<file path="src/rtl/raw8_axi4s_packer.sv">
// Purpose : packs one RAW8 pixel per cycle into DATA_WIDTH words and streams them out over AXI4-Stream.
// Latency : a word completed (or flushed) in cycle t is presented on axi4s_mvalid_o/axi4s_mdata_o in cycle t+1.
// Backpr. : none on the pixel side; words queue in a FIFO_DEPTH FIFO, a push into a full FIFO is dropped and overflow_o sticks.
//
// Ports:
//   axi4s_mclk_i / axi4s_rst_i       clock, asynchronous active-high reset
//   pix_valid_i, pix_i, line_end_i   pixel input (no backpressure), line-end flush pulse
//   axi4s_mvalid_o/_mready_i/_mdata_o AXI4-Stream master
//   overflow_o                       sticky dropped-word flag
//   fifo_level_o                     words currently buffered (0..FIFO_DEPTH)
//   word_cnt_o                       only with RAW8_PACK_WORD_CNT_EN: handshaked words, wraps at 2^32
//
// Optional feature macro: RAW8_PACK_WORD_CNT_EN

// Small generic synchronous FIFO: registered storage, head shown combinationally,
// zeros on the head when empty. A push while full is ignored unless a pop frees
// the slot in the same cycle.
module raw8_pack_fifo #(
  parameter int W     = 48,
  parameter int DEPTH = 4
) (
  input  logic                     clk,
  input  logic                     rst,
  input  logic                     push_vld,
  input  logic [W-1:0]             push_dat,
  input  logic                     pop,
  output logic [W-1:0]             head_dat,
  output logic [$clog2(DEPTH):0]   level,
  output logic                     full,
  output logic                     empty
);
  localparam int PW = $clog2(DEPTH);
  localparam int LW = PW + 1;

  logic [W-1:0]  mem_q [DEPTH];
  logic [PW-1:0] wr_ptr_q, wr_ptr_d;
  logic [PW-1:0] rd_ptr_q, rd_ptr_d;
  logic [LW-1:0] level_q, level_d;
  logic          do_push, do_pop;

  assign empty    = (level_q == '0);
  assign full     = (level_q == LW'(DEPTH));
  assign level    = level_q;
  assign head_dat = empty ? '0 : mem_q[rd_ptr_q];

  always_comb begin
    do_pop   = pop && !empty;
    // When full, the slot being written is the one being popped this cycle.
    do_push  = push_vld && (!full || do_pop);
    wr_ptr_d = wr_ptr_q + PW'(do_push);
    rd_ptr_d = rd_ptr_q + PW'(do_pop);
    level_d  = level_q + LW'(do_push) - LW'(do_pop);
  end

  always_ff @(posedge clk or posedge rst) begin
    if (rst) begin
      wr_ptr_q <= '0;
      rd_ptr_q <= '0;
      level_q  <= '0;
    end else begin
      wr_ptr_q <= wr_ptr_d;
      rd_ptr_q <= rd_ptr_d;
      level_q  <= level_d;
    end
  end

  // Storage needs no reset: the head is masked to zero while empty.
  always_ff @(posedge clk) begin
    if (do_push) mem_q[wr_ptr_q] <= push_dat;
  end
endmodule

module raw8_axi4s_packer #(
  parameter int DATA_WIDTH = 48,
  parameter int PIX_WIDTH  = 8,
  parameter int FIFO_DEPTH = 4
) (
  input  logic                          axi4s_mclk_i,
  input  logic                          axi4s_rst_i,
  input  logic                          pix_valid_i,
  input  logic [PIX_WIDTH-1:0]          pix_i,
  input  logic                          line_end_i,
  output logic                          axi4s_mvalid_o,
  input  logic                          axi4s_mready_i,
  output logic [DATA_WIDTH-1:0]         axi4s_mdata_o,
  output logic                          overflow_o,
`ifdef RAW8_PACK_WORD_CNT_EN
  output logic [31:0]                   word_cnt_o,
`endif
  output logic [$clog2(FIFO_DEPTH):0]   fifo_level_o
);
  localparam int PPW = DATA_WIDTH / PIX_WIDTH;
  localparam int CW  = (PPW > 1) ? $clog2(PPW) : 1;
  localparam logic [CW-1:0] LAST = CW'(PPW - 1);

  typedef enum logic {EMPTY, FILL} pack_state_e;

  pack_state_e           state_q, state_d;
  logic [CW-1:0]         count_q, count_d;
  logic [DATA_WIDTH-1:0] asm_q, asm_d;
  logic                  overflow_q, overflow_d;
  logic [DATA_WIDTH-1:0] word_w;
  logic                  push, last_pix, flush, pop;
  logic                  fifo_full, fifo_empty;

  // Assembly: merge the incoming pixel into its slot, then decide whether the
  // word leaves this cycle. A completing pixel with line_end gives one push only.
  always_comb begin
    word_w = asm_q;
    for (int k = 0; k < PPW; k++) begin
      if (pix_valid_i && (count_q == CW'(k))) word_w[k*PIX_WIDTH +: PIX_WIDTH] = pix_i;
    end
    last_pix = pix_valid_i && (count_q == LAST);
    flush    = line_end_i && ((state_q == FILL) || pix_valid_i);
    push     = last_pix || flush;

    asm_d   = asm_q;
    count_d = count_q;
    if (push) begin
      // Clearing here is what zero-fills unused slots of the next flushed word.
      asm_d   = '0;
      count_d = '0;
    end else if (pix_valid_i) begin
      asm_d   = word_w;
      count_d = count_q + CW'(1);
    end
  end

  always_comb begin
    state_d = state_q;
    case (state_q)
      EMPTY:   if (pix_valid_i && !push) state_d = FILL;
      FILL:    if (push) state_d = EMPTY;
      default: state_d = EMPTY;
    endcase
  end

  always_ff @(posedge axi4s_mclk_i or posedge axi4s_rst_i) begin
    if (axi4s_rst_i) begin
      state_q    <= EMPTY;
      count_q    <= '0;
      asm_q      <= '0;
      overflow_q <= 1'b0;
    end else begin
      state_q    <= state_d;
      count_q    <= count_d;
      asm_q      <= asm_d;
      overflow_q <= overflow_d;
    end
  end

  assign pop        = axi4s_mvalid_o && axi4s_mready_i;
  assign overflow_d = overflow_q || (push && fifo_full && !pop);

  raw8_pack_fifo #(
    .W     (DATA_WIDTH),
    .DEPTH (FIFO_DEPTH)
  ) u_fifo (
    .clk      (axi4s_mclk_i),
    .rst      (axi4s_rst_i),
    .push_vld (push),
    .push_dat (word_w),
    .pop      (pop),
    .head_dat (axi4s_mdata_o),
    .level    (fifo_level_o),
    .full     (fifo_full),
    .empty    (fifo_empty)
  );

  assign axi4s_mvalid_o = !fifo_empty;
  assign overflow_o     = overflow_q;

`ifdef RAW8_PACK_WORD_CNT_EN
  logic [31:0] word_cnt_q, word_cnt_d;

  always_comb begin
    word_cnt_d = word_cnt_q + 32'(pop);
  end

  always_ff @(posedge axi4s_mclk_i or posedge axi4s_rst_i) begin
    if (axi4s_rst_i) word_cnt_q <= '0;
    else             word_cnt_q <= word_cnt_d;
  end

  assign word_cnt_o = word_cnt_q;
`endif
endmodule

</file>
<file path="config.mk">
export PLATFORM = sky130hd
export DESIGN_NAME = raw8_axi4s_packer
export DESIGN_NICKNAME = d
export VERILOG_FILES = /design/src/rtl/raw8_axi4s_packer.sv
export SDC_FILE = /design/constraint.sdc
export NUM_CORES = 1
export LEC_CHECK = 0
export BUFFER_PORTS_ARGS = -buffer_cell sky130_fd_sc_hd__buf_4
export CAP_MARGIN = 0
export CORE_MARGIN = 3
export CORE_UTILIZATION = 30
export CTS_CLUSTER_DIAMETER = 40
export CTS_CLUSTER_SIZE = 10
export DETAILED_ROUTE_END_ITERATION = 6
export HOLD_SLACK_MARGIN = 0.06
export MAX_ROUTING_LAYER = met4
export PLACE_DENSITY = 0.43
export SLEW_MARGIN = 20
export SYNTH_ARGS = -nofsm -noshare
export SYNTH_HDL_FRONTEND = slang
export SYNTH_SLANG_ARGS = --single-unit
</file>
<file path="constraint.sdc">
create_clock -name axi4s_mclk_i -period 7.07 [get_ports axi4s_mclk_i]
set_input_delay 0.707 -clock axi4s_mclk_i [delete_from_list [all_inputs] [get_ports axi4s_mclk_i]]
set_output_delay 0.707 -clock axi4s_mclk_i [all_outputs]
set_load 0.01 [all_outputs]
</file>
==> results of run 1 <==
-- state kept, by name, indices dropped and copies added (netlist names) --
signal,count
u_fifo.mem_q,192
u_fifo.rd_ptr_q,2
overflow_o,1
count_q,3
u_fifo.wr_ptr_q,2
state_q,1
u_fifo.level,3
asm_q,48
-- synthesized netlist by cell type, drive strengths merged, types with 4 or more instances --
| cell | instances | area, um2 |
|---|---|---|
| edfxtp | 192 | 5770 |
| dfrtp | 60 | 1500 |
| and2 | 52 | 325 |
| mux2 | 48 | 541 |
| mux4 | 48 | 1080 |
| a22o | 40 | 350 |
| clkbuf | 18 | 70.1 |
| buf | 16 | 81.3 |
| and3 | 9 | 56.3 |
| ha | 7 | 87.6 |
| inv | 7 | 26.3 |
| nand2 | 7 | 36.3 |
| nor2 | 7 | 26.3 |
| o21ai | 6 | 37.5 |
| xnor2 | 5 | 43.8 |
| nand3 | 4 | 25.0 |
-- routing by layer --
layer  wire, um  vias up  part of all wire, %
met2      11400      119                   49
met3       1190       39                  5.1
met1      10300     2761                   44
li1           -     2335                    -
met5          0        -                    0
met4        377        0                  1.6
-- layout make-up --
type	count	area, um2	area share [%]
sequential	252	7270	57.6
inverter	7	26.3	0.208
timing repair buffer	76	591	4.67
multi-input combinational	254	2800	22.1
clock inverter	25	323	2.55
tap	442	553	4.38
clock buffer	51	1070	8.50
-- cells by family after synthesis --
logic type | share of synthesized area [%]
adders and majority gates | 1.05
AOI/OAI and AO/OA | 4.26
buffers and inverters | 1.74
muxes | 16.0
DFF | 71.1
and+or+nand+nor | 5.42
xor gates and xnor gates | 0.514
-- where the power goes --
group	switching, uW	internal (uW)	total [uW]
sequential	144	1870	2010
combinational	716	770	1490
clock	679	1310	1990
-- path summary, 6_finish.rpt --
path	slack, ns	end	start
setup / recovery	3.84	axi4s_mdata_o[13]	u_fifo.rd_ptr_q[0]$_DFF_PP0_
hold / removal	0.46	asm_q[38]$_DFFE_PP0P_	axi4s_rst_i
setup reg to reg	3.88	u_fifo.mem_q[3][24]$_DFFE_PP_	count_q[1]$_DFFE_PP0P_
hold reg to reg	0.49	asm_q[32]$_DFFE_PP0P_	asm_q[32]$_DFFE_PP0P_
max in group asynchronous	6.01	u_fifo.rd_ptr_q[0]$_DFF_PP0_	axi4s_rst_i
min in group axi4s_mclk_i	0.49	asm_q[32]$_DFFE_PP0P_	asm_q[32]$_DFFE_PP0P_
-- worst max-delay path, stage by stage (launching register included) --
cell     delay (ns)
dfrtp_4        0.78
buf_16         0.30
mux4_2         0.58
and2_1         0.18
buf_4          0.14
-- placed cells by master (no fill, tap or decap), types with 2 or more instances in the layout --
cell type and instances:
edfxtp_1 192, buf_4 75, dfrtp_1 58, and2_1 52, mux4_2 48, mux2_2 48, clkbuf_16 41, a22o_1 40
clkbuf_1 9, and3_1 8, nor2_1 7, ha_1 7, clkinv_2 7, inv_1 6, bufinv_16 6, xnor2_1 5
nand2_2 4, clkinvlp_4 4, a21o_1 3, o21ai_1 3, nand3_1 3, nand2_1 3, nor2b_1 2, o21ai_2 2
or3_1 2, a21oi_1 2, nor3b_2 2, clkinv_8 2, inv_6 2, clkinv_4 2
-- through the flow --
| stage | setup WS [ns] | cells | hold WS [ns] | power, uW |
|---|---|---|---|---|
| 2_1_floorplan | 1.57 | 547 | 0.461 | 2920 |
| 3_3_place_gp | 3.92 | 1030 | 0.478 | 3550 |
| 3_5_place_dp | 3.86 | 1031 | 0.479 | 3580 |
| 4_1_cts | 3.73 | 1107 | 0.475 | 5600 |
| 5_1_grt | 3.62 | 1107 | 0.505 | 5780 |
| 6_report | 3.84 | 1107 | 0.458 | 5490 |
==> impl_metrics.py, run 1 <==
metrics = {
    "detailed_routing": {
        "dr.pass1.iters": 4,
        "wl_per_cell_um": 21.1,
        "vias_per_cell": 4.75,
        "vias": 5254,
        "drt_iter0_markers": 293,
        "drc": 0,
        "routed_wl_mm": 23.4,
        "antenna_left": 0,
    },
    "synth": {
        "syn_nets": 568,
        "synth-edff-count": 192,
        "async_reset_ff_share_pct": 23.8,
        "ys_ff_latch": 252,
        "syn-mean-instance-area_um2": 18.7,
        "synth_cell_types": 37,
        "yosysWarnings": 0,
        "synth-main-ff-cell": "edfxtp_1",
        "ys_seq_area_share_pct": 71.1,
        "syn_inst": 547,
        "syn_area_um2": 10200,
    },
    "clock_tree": {
        "cts_buffers": 41,
        "htreeDepth": 2,
        "cts_tree": "done",
        "clock_latency_ns": 0.51,
        "post-cts-setup-buffers": 0,
        "hold_buffers": 0,
        "clockRootBuffer": "clkbuf_16",
        "cts_sinks": 252,
        "clk_pin_slew_ns": 0.05,
        "cts_resized": 0,
        "ctsLongestPathBuffers": 3,
    },
    "critical_path": {
        "path_max_fanout": 27,
        "endpoint_kind": "primary output",
        "cp.arrival_ns": 2.53,
        "worstSetupPathType": "reg2out",
        "ff2ff_path_depth": 7,
        "worst_ep_required_time_ns": 6.36,
        "start_kind": "flip-flop",
    },
    "timing": {
        "skew_ns": 0.0137,
        "max-slew-margin-rel_pct": 41.6,
        "slew_viol_final": 0,
        "setup_viol": 0,
        "tightest_slew_ns": 0.875,
        "max_freq_mhz": 309,
        "period_needed_ns": 3.23,
        "hold_violations": 0,
        "tns_ns": 0,
        "rsz0062_at_grt": "no",
        "min_period_over_period_pct": 45.7,
    },
    "grt": {
        "grt_usage_pct": 13.5,
        "use_met2_pct": 21.9,
        "grt-busiest-layer": "met2",
        "grt_pass1_wl_mm": 36.2,
        "gr-usage-met3_pct": 2.65,
        "antenna_found_initial": 0,
        "grt_use_met1_pct": 17.6,
        "grt_overflow_total": 0,
        "grt_max_degree": 61,
        "grt_pass1_vias": 5846,
    },
    "finish": {
        "fin_nets": 653,
        "fillCellCount": 3099,
        "n_antenna_cell": 0,
        "area_growth_pct": 23.6,
        "drive_above_1_share_pct": 38.0,
        "utilization_pct": 38.3,
        "design_area_um2": 12600,
    },
    "floorplanning": {
        "start_util_pct": 31.0,
        "die_area_um2": 36300,
        "die_height_um": 191,
        "die_x_um": 191,
        "top_level_ports": 66,
        "design.core.area_um2": 33000,
        "num_rows": 66,
    },
    "power_and_ir_drop": {
        "peakVddDrop_v": 0.000218,
        "p_per_area_nw_per_um2": 434,
        "p_leak_uw": 0.00476,
    },
    "placement": {
        "gp_congestion": 0.697,
        "dpl-instance-area_um2": 11200,
        "port_buffers": 65,
        "dp_hpwl_mm": 14.0,
    },
    "hold_path": {
        "worstHoldPathType": "in2async",
    },
    "status": {
        "status": "complete, no violations",
    },
    "job": {
        "cap_violations": 0,
    },
}
Power figures use the tool's default switching activity.
==> inputs of run 2 (changes only) <==
- clock period: 7.07 -> 3.3 ns (I/O delays scaled with it)
==> run 2 against run 1 <==
Against the previous run:
- largest power group unchanged
- register-to-register slack got worse by 3.3 ns
- sequential share of layout area increased by 0.35 points
- total power increased by 110%
- combinational power increased by 120%
- non-clock buffer count increased by 4
- setup slack got worse by 3.3 ns
- first-iteration DRC count decreased by 26%
==> impl_metrics.py, run 2 (synthesis gave the netlist of run 1 again) <==
metrics = {
    "detailed_routing": {
        "vias": 5220,
        "routed_wl_mm": 23.5,
        "antenna_left": 0,
        "drt_iter0_markers": 217,
        "vias_per_cell": 4.72,
        "dr.pass1.iters": 4,
        "drc": 0,
        "wl_per_cell_um": 21.2,
    },
    "status": {
        "status": "complete, no violations",
    },
    "power_and_ir_drop": {
        "finalPower_uw": 11500,
        "peakVddDrop_v": 0.000412,
        "p_per_area_nw_per_um2": 912,
        "p_leak_uw": 0.00473,
    },
    "timing": {
        "skew_ns": 0.00884,
        "hold_violations": 0,
        "tightest_slew_ns": 0.812,
        "setup_viol": 0,
        "max-slew-margin-rel_pct": 45.8,
        "period_needed_ns": 2.77,
        "max_freq_mhz": 361,
        "min_period_over_period_pct": 84.0,
        "rsz0062_at_grt": "no",
        "slew_viol_final": 0,
        "tns_ns": 0,
        "setup_slack_ns": 0.529,
    },
    "critical_path": {
        "path_max_fanout": 18,
        "critical_path.max_stage_delay_ns": 0.70,
        "critical_path.most_common_cell": "buf_4",
        "worst_ep_required_time_ns": 2.97,
        "worstSetupPathType": "reg2out",
        "start_kind": "flip-flop",
        "slowest_stage": "dfrtp_4",
        "rrSetupSlack_ns": 0.56,
        "crit_chain": "buf_4 > mux4_2 > and2_1 > buf_4",
        "endpoint_kind": "primary output",
        "path_delay_family": "flip-flops",
        "cp.arrival_ns": 2.44,
        "crit_buf_inv": 2,
    },
    "placement": {
        "pre_cts_ws_ns": 0.544,
        "gp_congestion": 0.716,
        "port_buffers": 65,
        "dp_hpwl_mm": 14.1,
        "dp.cells": 1034,
    },
    "finish": {
        "largestRegisters": "u_fifo.mem_q x192, asm_q x48",
        "utilization_pct": 38.0,
        "instances_no_fill": 1105,
        "final_common_cell": "edfxtp_1",
        "top_register": "u_fifo.mem_q",
        "final_cell_mix": "192 x edfxtp_1, 78 x buf_4, 58 x dfrtp_1",
        "largest_reg_flops": 192,
        "fin_nets": 655,
        "area_growth_pct": 22.8,
        "drive_above_1_share_pct": 37.3,
        "n_antenna_cell": 0,
    },
    "grt": {
        "antenna_found_initial": 0,
        "grt_pass1_vias": 5783,
        "grt_max_degree": 51,
        "grt_usage_pct": 13.7,
        "grt_pass1_wl_mm": 36.1,
        "grt_overflow_total": 0,
    },
    "floorplanning": {
        "design.core.area_um2": 33000,
        "die_height_um": 191,
        "die_x_um": 191,
        "top_level_ports": 66,
        "num_rows": 66,
        "die_area_um2": 36300,
        "start_util_pct": 31.0,
    },
    "clock_tree": {
        "htreeDepth": 2,
        "ctsLongestPathBuffers": 3,
        "clockRootBuffer": "clkbuf_16",
        "clk_pin_slew_ns": 0.05,
        "clock_latency_ns": 0.50,
        "post-cts-setup-buffers": 0,
        "cts_sinks": 252,
        "cts_buffers": 39,
        "hold_buffers": 0,
        "cts_tree": "done",
        "cts_resized": 0,
    },
    "job": {
        "cap_violations": 0,
    },
    "hold_path": {
        "worstHoldPathType": "in2reg",
    },
}
## run 2: path summary, 6_finish.rpt
path / from / cells after the start / endpoint
worst max-delay path: u_fifo.rd_ptr_q[0]$_DFF_PP0_ / 4 / axi4s_mdata_o[14]
min in group asynchronous: axi4s_rst_i / 3 / asm_q[46]$_DFFE_PP0P_
worst max register to register: count_q[1]$_DFFE_PP0P_ / 10 / u_fifo.level[2]$_DFF_PP0_
worst min register to register: asm_q[34]$_DFFE_PP0P_ / 1 / asm_q[34]$_DFFE_PP0P_
max in group asynchronous: axi4s_rst_i / 4 / asm_q[4]$_DFFE_PP0P_
worst min-delay path: pix_valid_i / 2 / count_q[2]$_DFFE_PP0P_
## run 2: metrics by stage
step                      hold WS [ns]  cell area (um2)
after floorplan                  0.461            10300
after global routing             0.165            12600
after detailed placement         0.481            11300
final                            0.156            12600
after global placement           0.479            11300
after CTS                        0.113            12500
## run 2: cell type report
cell class	count	area, um2
inverters	7	27.5
clock buffers	53	1100
repair buffers	80	616
flip-flops and latches	252	7270
clock inverters	17	173
well taps	442	553
fillers	3114	20500
multi-input cells	254	2820
## run 2: layer usage
| metal | up-vias | share of wire [%] | track usage (%) | wire length [um] |
|---|---|---|---|---|
| li1 | 2330 | - | - | - |
| met1 | 2763 | 45 | 17.5 | 10400 |
| met2 | 92 | 50 | 22.4 | 11600 |
| met3 | 35 | 3.9 | 2.57 | 908 |
| met4 | 0 | 2.0 | 3.70 | 475 |
| met5 | - | 0 | - | 0 |
## run 2: power breakdown
| part | switching (uW) | internal, uW |
|---|---|---|
| clock | 1360 | 2570 |
| combinational | 1600 | 1670 |
| sequential | 253 | 4010 |
| total | 3210 | 8250 |
## run 2: worst reg2reg max path, cell delays in order, from the launching register on
cell and delay (ns):
dfrtp_1 0.41, inv_1 0.09, ha_1 0.39, a21oi_1 0.17
or3_1 0.52, inv_1 0.16, ha_1 0.16, inv_1 0.05
fa_1 0.41, xnor2_1 0.15, xnor2_1 0.13
